==> src/rtl/theta_scheduler.sv <==
// theta_scheduler: hall-locked angular slice sequencer for the POV display.
// Measures the spin period, splits it into slices and runs one row-pair scan per slice.
module theta_scheduler #(
    parameter int ROTATIONAL_RES = 180,
    parameter int THETA_RES      = 8,
    parameter int SCAN_RATE      = 32,
    parameter int PERIOD_WIDTH   = 32,
    parameter int MIN_PERIOD     = 100000,
    parameter int MAX_PERIOD     = 200000000
) (
    input  logic                         clk_in,
    input  logic                         rst_in,
    input  logic                         hall_in,
    input  logic                         row_done,
    output logic [THETA_RES-1:0]         theta,
    output logic [$clog2(SCAN_RATE)-1:0] row_index,
    output logic                         row_req,
    output logic                         spinning,
    output logic                         overrun,
    output logic [PERIOD_WIDTH-1:0]      period_out
);
    localparam int ROW_W = $clog2(SCAN_RATE);
    localparam int DCW   = $clog2(PERIOD_WIDTH);
    localparam logic [PERIOD_WIDTH-1:0] MIN_M1     = PERIOD_WIDTH'(MIN_PERIOD - 1);
    localparam logic [PERIOD_WIDTH-1:0] MAX_P      = PERIOD_WIDTH'(MAX_PERIOD);
    localparam logic [PERIOD_WIDTH:0]   DIVISOR    = (PERIOD_WIDTH+1)'(ROTATIONAL_RES);
    localparam logic [THETA_RES-1:0]    THETA_LAST = THETA_RES'(ROTATIONAL_RES - 1);
    localparam logic [ROW_W-1:0]        ROW_LAST   = ROW_W'(SCAN_RATE - 1);
    localparam logic [DCW-1:0]          DIV_LAST   = DCW'(PERIOD_WIDTH - 1);

    typedef enum logic [1:0] {S_IDLE, S_SYNC, S_RUN} state_t;

    state_t                   state_q, state_d;
    logic                     hall_prev_q, hall_prev_d;
    logic [PERIOD_WIDTH-1:0]  period_cnt_q, period_cnt_d;
    logic [PERIOD_WIDTH-1:0]  period_out_q, period_out_d;
    logic                     div_busy_q, div_busy_d;
    logic                     div_done_q, div_done_d;
    logic [DCW-1:0]           div_cnt_q, div_cnt_d;
    logic [PERIOD_WIDTH-1:0]  div_rem_q, div_rem_d;
    logic [PERIOD_WIDTH-1:0]  div_quo_q, div_quo_d;
    logic [PERIOD_WIDTH-1:0]  slice_len_q, slice_len_d;
    logic [PERIOD_WIDTH-1:0]  slice_cnt_q, slice_cnt_d;
    logic                     pend_q, pend_d;
    logic [THETA_RES-1:0]     theta_q, theta_d;
    logic [ROW_W-1:0]         row_index_q, row_index_d;
    logic                     row_req_q, row_req_d;
    logic                     spinning_q, spinning_d;
    logic                     overrun_q, overrun_d;

    logic                     rise, timeout, from_idle, accept;
    logic                     last_row, slice_tc, step_ok;
    logic [PERIOD_WIDTH:0]    div_trial;
    logic [PERIOD_WIDTH-1:0]  div_quot;

    always_comb begin
        rise      = hall_in & ~hall_prev_q;
        timeout   = (period_cnt_q == MAX_P);
        // A timed-out block treats a coincident edge as the first edge from IDLE.
        from_idle = (state_q == S_IDLE) || timeout;
        accept    = rise && (from_idle || (period_cnt_q >= MIN_M1));
        div_trial = {div_rem_q, div_quo_q[PERIOD_WIDTH-1]};
        div_quot  = (div_quo_q == '0) ? PERIOD_WIDTH'(1) : div_quo_q;
        last_row  = (row_index_q == ROW_LAST);
        slice_tc  = (state_q == S_RUN) && (theta_q != THETA_LAST) &&
                    (slice_cnt_q == slice_len_q - 1'b1);
        step_ok   = !row_req_q || row_done;

        state_d      = state_q;
        hall_prev_d  = hall_in;
        period_cnt_d = timeout ? period_cnt_q : period_cnt_q + 1'b1;
        period_out_d = period_out_q;
        div_busy_d   = div_busy_q;
        div_done_d   = 1'b0;
        div_cnt_d    = div_cnt_q;
        div_rem_d    = div_rem_q;
        div_quo_d    = div_quo_q;
        slice_len_d  = slice_len_q;
        slice_cnt_d  = slice_cnt_q;
        pend_d       = pend_q;
        theta_d      = theta_q;
        row_index_d  = row_index_q;
        row_req_d    = row_req_q;
        spinning_d   = spinning_q;
        overrun_d    = 1'b0;

        if (accept) begin
            period_cnt_d = '0;
            period_out_d = period_cnt_q + 1'b1;
        end

        // Restoring divide, one quotient bit per cycle, MSB first.
        if (div_busy_q) begin
            if (div_trial >= DIVISOR) begin
                div_rem_d = PERIOD_WIDTH'(div_trial - DIVISOR);
                div_quo_d = {div_quo_q[PERIOD_WIDTH-2:0], 1'b1};
            end else begin
                div_rem_d = div_trial[PERIOD_WIDTH-1:0];
                div_quo_d = {div_quo_q[PERIOD_WIDTH-2:0], 1'b0};
            end
            div_cnt_d = div_cnt_q + 1'b1;
            if (div_cnt_q == DIV_LAST) begin
                div_busy_d = 1'b0;
                div_done_d = 1'b1;
            end
        end
        if (accept && !from_idle) begin
            div_busy_d = 1'b1;
            div_done_d = 1'b0;
            div_cnt_d  = '0;
            div_rem_d  = '0;
            div_quo_d  = period_cnt_q + 1'b1;
        end

        if (row_req_q && row_done) begin
            if (last_row) row_req_d   = 1'b0;
            else          row_index_d = row_index_q + 1'b1;
        end

        case (state_q)
            S_IDLE: if (accept) state_d = S_SYNC;
            S_SYNC: begin
                if (div_done_q) begin
                    state_d     = S_RUN;
                    spinning_d  = 1'b1;
                    slice_len_d = div_quot;
                    theta_d     = '0;
                    slice_cnt_d = '0;
                    row_index_d = '0;
                    row_req_d   = 1'b1;
                end
            end
            S_RUN: begin
                if (div_done_q) slice_len_d = div_quot;
                if (theta_q != THETA_LAST) slice_cnt_d = slice_tc ? '0 : slice_cnt_q + 1'b1;
                // Slice change waits for the outstanding row handshake to close.
                if (slice_tc || pend_q) begin
                    if (step_ok) begin
                        theta_d     = theta_q + 1'b1;
                        row_index_d = '0;
                        row_req_d   = 1'b1;
                        pend_d      = 1'b0;
                        overrun_d   = row_req_q && !last_row;
                    end else begin
                        pend_d = 1'b1;
                    end
                end
                if (accept) begin
                    theta_d     = '0;
                    slice_cnt_d = '0;
                    pend_d      = 1'b0;
                    row_index_d = '0;
                    row_req_d   = 1'b1;
                end
            end
            default: state_d = S_IDLE;
        endcase

        if (timeout) begin
            state_d     = accept ? S_SYNC : S_IDLE;
            theta_d     = '0;
            row_index_d = '0;
            row_req_d   = 1'b0;
            spinning_d  = 1'b0;
            overrun_d   = 1'b0;
            pend_d      = 1'b0;
            slice_cnt_d = '0;
            div_busy_d  = 1'b0;
            div_done_d  = 1'b0;
        end
    end

    always_ff @(posedge clk_in) begin
        if (!rst_in) begin
            state_q      <= S_IDLE;
            hall_prev_q  <= 1'b0;
            period_cnt_q <= '0;
            period_out_q <= '0;
            div_busy_q   <= 1'b0;
            div_done_q   <= 1'b0;
            div_cnt_q    <= '0;
            div_rem_q    <= '0;
            div_quo_q    <= '0;
            slice_len_q  <= PERIOD_WIDTH'(1);
            slice_cnt_q  <= '0;
            pend_q       <= 1'b0;
            theta_q      <= '0;
            row_index_q  <= '0;
            row_req_q    <= 1'b0;
            spinning_q   <= 1'b0;
            overrun_q    <= 1'b0;
        end else begin
            state_q      <= state_d;
            hall_prev_q  <= hall_prev_d;
            period_cnt_q <= period_cnt_d;
            period_out_q <= period_out_d;
            div_busy_q   <= div_busy_d;
            div_done_q   <= div_done_d;
            div_cnt_q    <= div_cnt_d;
            div_rem_q    <= div_rem_d;
            div_quo_q    <= div_quo_d;
            slice_len_q  <= slice_len_d;
            slice_cnt_q  <= slice_cnt_d;
            pend_q       <= pend_d;
            theta_q      <= theta_d;
            row_index_q  <= row_index_d;
            row_req_q    <= row_req_d;
            spinning_q   <= spinning_d;
            overrun_q    <= overrun_d;
        end
    end

    assign theta      = theta_q;
    assign row_index  = row_index_q;
    assign row_req    = row_req_q;
    assign spinning   = spinning_q;
    assign overrun    = overrun_q;
    assign period_out = period_out_q;
endmodule

==> config.mk <==
export PLATFORM = sky130hd
export DESIGN_NAME = theta_scheduler
export DESIGN_NICKNAME = d
export VERILOG_FILES = /design/src/rtl/theta_scheduler.sv
export SDC_FILE = /design/constraint.sdc
export NUM_CORES = 1
export LEC_CHECK = 0
export CAP_MARGIN = 20
export CORE_ASPECT_RATIO = 0.5
export CORE_MARGIN = 2
export CORE_UTILIZATION = 29
export CTS_BUF_LIST = sky130_fd_sc_hd__clkbuf_4 sky130_fd_sc_hd__clkbuf_8
export CTS_CLUSTER_SIZE = 40
export DETAILED_ROUTE_END_ITERATION = 10
export PLACE_DENSITY = 0.45
export SKIP_CTS_REPAIR_TIMING = 1
export SLEW_MARGIN = 20
export SYNTH_ARGS = -nofsm -noshare
export SYNTH_HDL_FRONTEND = slang
export SYNTH_SLANG_ARGS = --single-unit
export TNS_END_PERCENT = 5
==> constraint.sdc <==
create_clock -name clk_in -period 5 [get_ports clk_in]
set_input_delay 1 -clock clk_in [delete_from_list [all_inputs] [get_ports clk_in]]
set_output_delay 1 -clock clk_in [all_outputs]
set_load 0.02 [all_outputs]
==> Flow_metrics.wiki <==
{| class="wikitable"
! Metric !! Value
|-
| Status || finished clean
|-
| Internal power consumption || 3290 uW
|-
| TritonCTS clock tree || yes
|-
| Share of cells above drive strength 1 || 0.0726
|-
| I/O pin total || 52
|-
| Post-placement setup slack || 1.26 ns
|-
| Y dimension of the die || 140 microns
|-
| Combinational group share of total power || 0.192
|-
| Unrepaired setup endpoints after global routing || no
|-
| Dominant delay contributor by cell family on the critical path || simple AND/OR/NAND/NOR gates
|-
| Sink count of the clock tree || 219
|-
| Sort of element at the start of the critical path || flip-flop
|-
| Endpoint class of the critical path || flip-flop
|-
| Floorplan die area || 0.0389 sq mm
|-
| Crit-path max cell delay || 0.53 ns
|-
| Proportion of power drawn by the clock network || 0.393
|-
| Total wire length after detailed routing || 30,300 microns
|-
| Class of the tightest hold or removal check || flip-flop to flip-flop
|-
| Setup slack, reg-to-reg || ~1.3 ns
|-
| DRC violation count after routing || 0
|-
| Clk_lat worst skew || approximately 0.55 ns
|-
| Static power due to leakage || 0.00430 uW
|-
| Worst EP required || 5.40 ns
|-
| Post-synth EDFFs || 0
|-
| Mean area per synthesized cell || 8.40 sq um
|-
| Ratio of total power to cell area || 374 mW/mm^2
|-
| Net count, final || around 1,300
|-
| First-pass iteration count of the detailed router || 5
|-
| Cell area after synthesis || 0.0108 sq mm
|-
| Total congestion overflow after global routing || 0
|-
| Worst Max-Slew Pin Slew || 0.925 ns
|-
| Area of the placeable core || 0.0363 sq mm
|-
| Number of antenna violations at the first check in global routing || 0
|-
| Minimum clock period || 3.68 ns
|-
| Fin Clk Skew || 0.0331 ns
|-
| Via count of the first global-routing pass || 8,453
|-
| Number of max-slew violations in the final report || 0
|-
| Final setup TNS || 0 ns
|-
| Area added between synthesis and finish || 16.2%
|-
| Total number of vias || between 9,000 and 10,000
|-
| Number of max-capacitance violations reported || 0
|-
| Clock slew seen by the registers of the worst setup and hold paths || 0.06 ns
|-
| Slew headroom || 0.381
|-
| Number of distinct standard cells referenced by the synthesized netlist || 66
|-
| Net switching component of the power || 1400 uW
|-
| Share of the clock period used by the worst path || 0.737
|-
| Highest fanout seen on the critical path || 32
|-
| Sequential fraction of the synthesis area || 0.406
|-
| Clock buffers created by TritonCTS || 37
|-
| Routability congestion estimate || 0.837
|-
| Maximum VDD drop || 0.156 mV
|-
| Per-cell via count in the routed design || 5.07
|-
| Setup-failing EPs final || 0
|-
| Root cell of the clock tree || clkbuf_8
|-
| Clock H-tree levels || 2
|-
| Clock buffer depth || 3
|-
| Placement row count || 49
|-
| Ant diodes || 0
|-
| Count of input and output buffers || between 50 and 60
|-
| First-pass GRT wire length || 48,200 microns
|-
| Total nets after synthesis || 1,304
|-
| Buf+Inv Stages, Crit Path || 2
|-
| Total Power || 4690 uW
|-
| Async set-reset flop share out of synthesis || 0
|-
| FMAX || between 200 and 300 MHz
|-
| Fin worst setup slack || about 1.3 ns
|-
| Critical path start-end classification || flip-flop to flip-flop
|-
| Effective utilization at floorplan || 0.298
|-
| Net switching fraction of the power || 0.298
|-
| Slowest cell on the critical path || a2111oi_0
|-
| Hold Violations, Final || 0
|-
| Final-layout worst hold slack || 0.469 ns
|-
| Dominant synthesized flop cell || dfxtp_1
|-
| Horizontal die dimension || between 200 and 300 microns
|-
| Sequential power share || 0.415
|-
| Number of nets with antenna violations after routing || 0
|-
| Register bit count reported by yosys || approximately 220
|-
| Endpoint arrival time on the critical path || 4.09 ns
|-
| CP Cell Sequence || inv_1, ha_1, nor4b_2, and3_1, nand2_1, a2111oi_0, o2111ai_1, nor4_2, a21oi_1, o311ai_4, buf_4, nor2_1
|-
| Pin count of the biggest net entering global routing || 64
|-
| Violation count after the first detailed-routing iteration || 580
|-
| Count of warnings emitted by yosys || 0
|-
| Overall routing resource usage || 0.154
|-
| Post-DP HPWL || 21,700 microns
|-
| Gate count after technology mapping || 1,286
|-
| Average routed wire per standard cell || 16.6 microns
|}
## sequential cells by signal, summed over array words and instances, names as in the netlist
signal        count
div_rem_q        32
row_req           1
row_index         5
div_done_q        1
theta             8
div_busy_q        1
div_cnt_q         5
period_cnt_q     32
overrun           1
hall_prev_q       1
div_quo_q        32
pend_q            1
spinning          1
slice_cnt_q      32
slice_len_q      32
period_out       32
state_q           2
## worst paths after layout
path / depth (start not counted) / start / to
min: 2 / spinning / spinning
min reg2reg: 2 / spinning / spinning
max: 12 / slice_len_q[0] / slice_cnt_q[9]
max reg2reg: 12 / slice_len_q[0] / slice_cnt_q[9]
## worst register-to-register path, cell delays in order, from the launching register on
cell       delay (ns)
dfxtp_1          0.36
inv_1            0.10
ha_1             0.25
nor4b_2          0.47
and3_1           0.25
nand2_1          0.06
a2111oi_0        0.53
o2111ai_1        0.28
nor4_2           0.37
a21oi_1          0.18
o311ai_4         0.23
buf_4            0.37
nor2_1           0.10
## power by group through the flow
stage	Clock (uW)	Sequential, uW	Combinational, uW
6_report	1840	1940	902
5_1_grt	2000	1960	1000
4_1_cts	1900	1940	906
3_5_place_dp	0	1980	900
3_3_place_gp	0	1980	895
2_1_floorplan	0	1970	655
## synth_stat cells (all sizes together), types with 2 or more instances
library cell  number  share of area
or2                6         0.0035
nand2            123          0.043
nor2             189          0.066
or3               16         0.0097
o21ai             20         0.0093
a21oi             53          0.025
nand4             25          0.014
or4               12         0.0087
mux2i             14          0.013
a21boi             3         0.0021
a211oi           118          0.082
nor3b              3         0.0021
a311oi             4         0.0032
nand2b            11         0.0064
a31oi              5         0.0035
o211ai             4         0.0028
nand3             39          0.018
nand4b             4         0.0032
o211a              3         0.0028
and3              18          0.011
nor4              31          0.024
and4               4         0.0032
and2               8         0.0046
xnor2             67          0.054
clkbuf            53          0.018
nor4b              7         0.0068
dfxtp            219           0.41
xor2              65          0.053
nor2b             39          0.023
nand3b             4         0.0028
o31ai              5         0.0035
a21o               3         0.0021
nor3              39          0.020
buf               18         0.0091
o41ai              3         0.0024
o21bai             2         0.0014
o31a               3         0.0024
inv               17         0.0059
a2111oi            3         0.0024
ha                14          0.016
## metal layers
metal / share of wire / track usage / up-vias
met4: 0.015 / 0.0349 / 0
met3: 0.045 / 0.0329 / 40
li1: - / - / 4641
met1: 0.54 / 0.236 / 4393
met2: 0.40 / 0.215 / 164
met5: 0 / 0 / -
## cell type report
cell class              instances  area (sq um)
fillers                      3797         23700
multi-input cells             978          6080
flip-flops and latches        219          4390
clock buffers                  52           647
well taps                     484           606
repair buffers                 61           586
clock inverters                 9           176
inverters                      18          67.6
## placed cells by master, fill, tap and decap left out, types with 7 or more instances in the layout
master / instances
dfxtp_1: 218
nor2_1: 188
nand2_1: 121
a211oi_1: 118
xnor2_1: 67
xor2_1: 65
a21oi_1: 53
clkdlybuf4s50_1: 51
clkbuf_8: 41
nand3_1: 39
nor2b_1: 39
nor3_1: 37
nor4_1: 26
nand4_1: 25
inv_1: 17
and3_1: 17
or3_1: 15
mux2i_1: 14
ha_1: 14
o21ai_0: 13
nand2b_1: 11
or4_1: 11
clkbuf_4: 11
buf_4: 10
and2_1: 8
o21ai_1: 7
## through the flow
step,area (sq um),util,instances
2_1_floorplan,10800,-,1286
3_3_place_gp,11700,0.323,1760
3_5_place_dp,11700,0.323,1760
4_1_cts,12500,0.346,1821
5_1_grt,12600,0.346,1821
6_report,12600,0.346,1821
## cell families after synthesis
logic type / after synthesis / synth area share
AOI/OAI and AO/OA: 237 / 0.152
xor gates and xnor gates: 132 / 0.107
adders and majority gates: 14 / 0.0162
buffers and inverters: 89 / 0.0338
DFF: 219 / 0.406
muxes: 14 / 0.0130
and+or+nand+nor: 581 / 0.272
(Power assumes the default switching activity.)
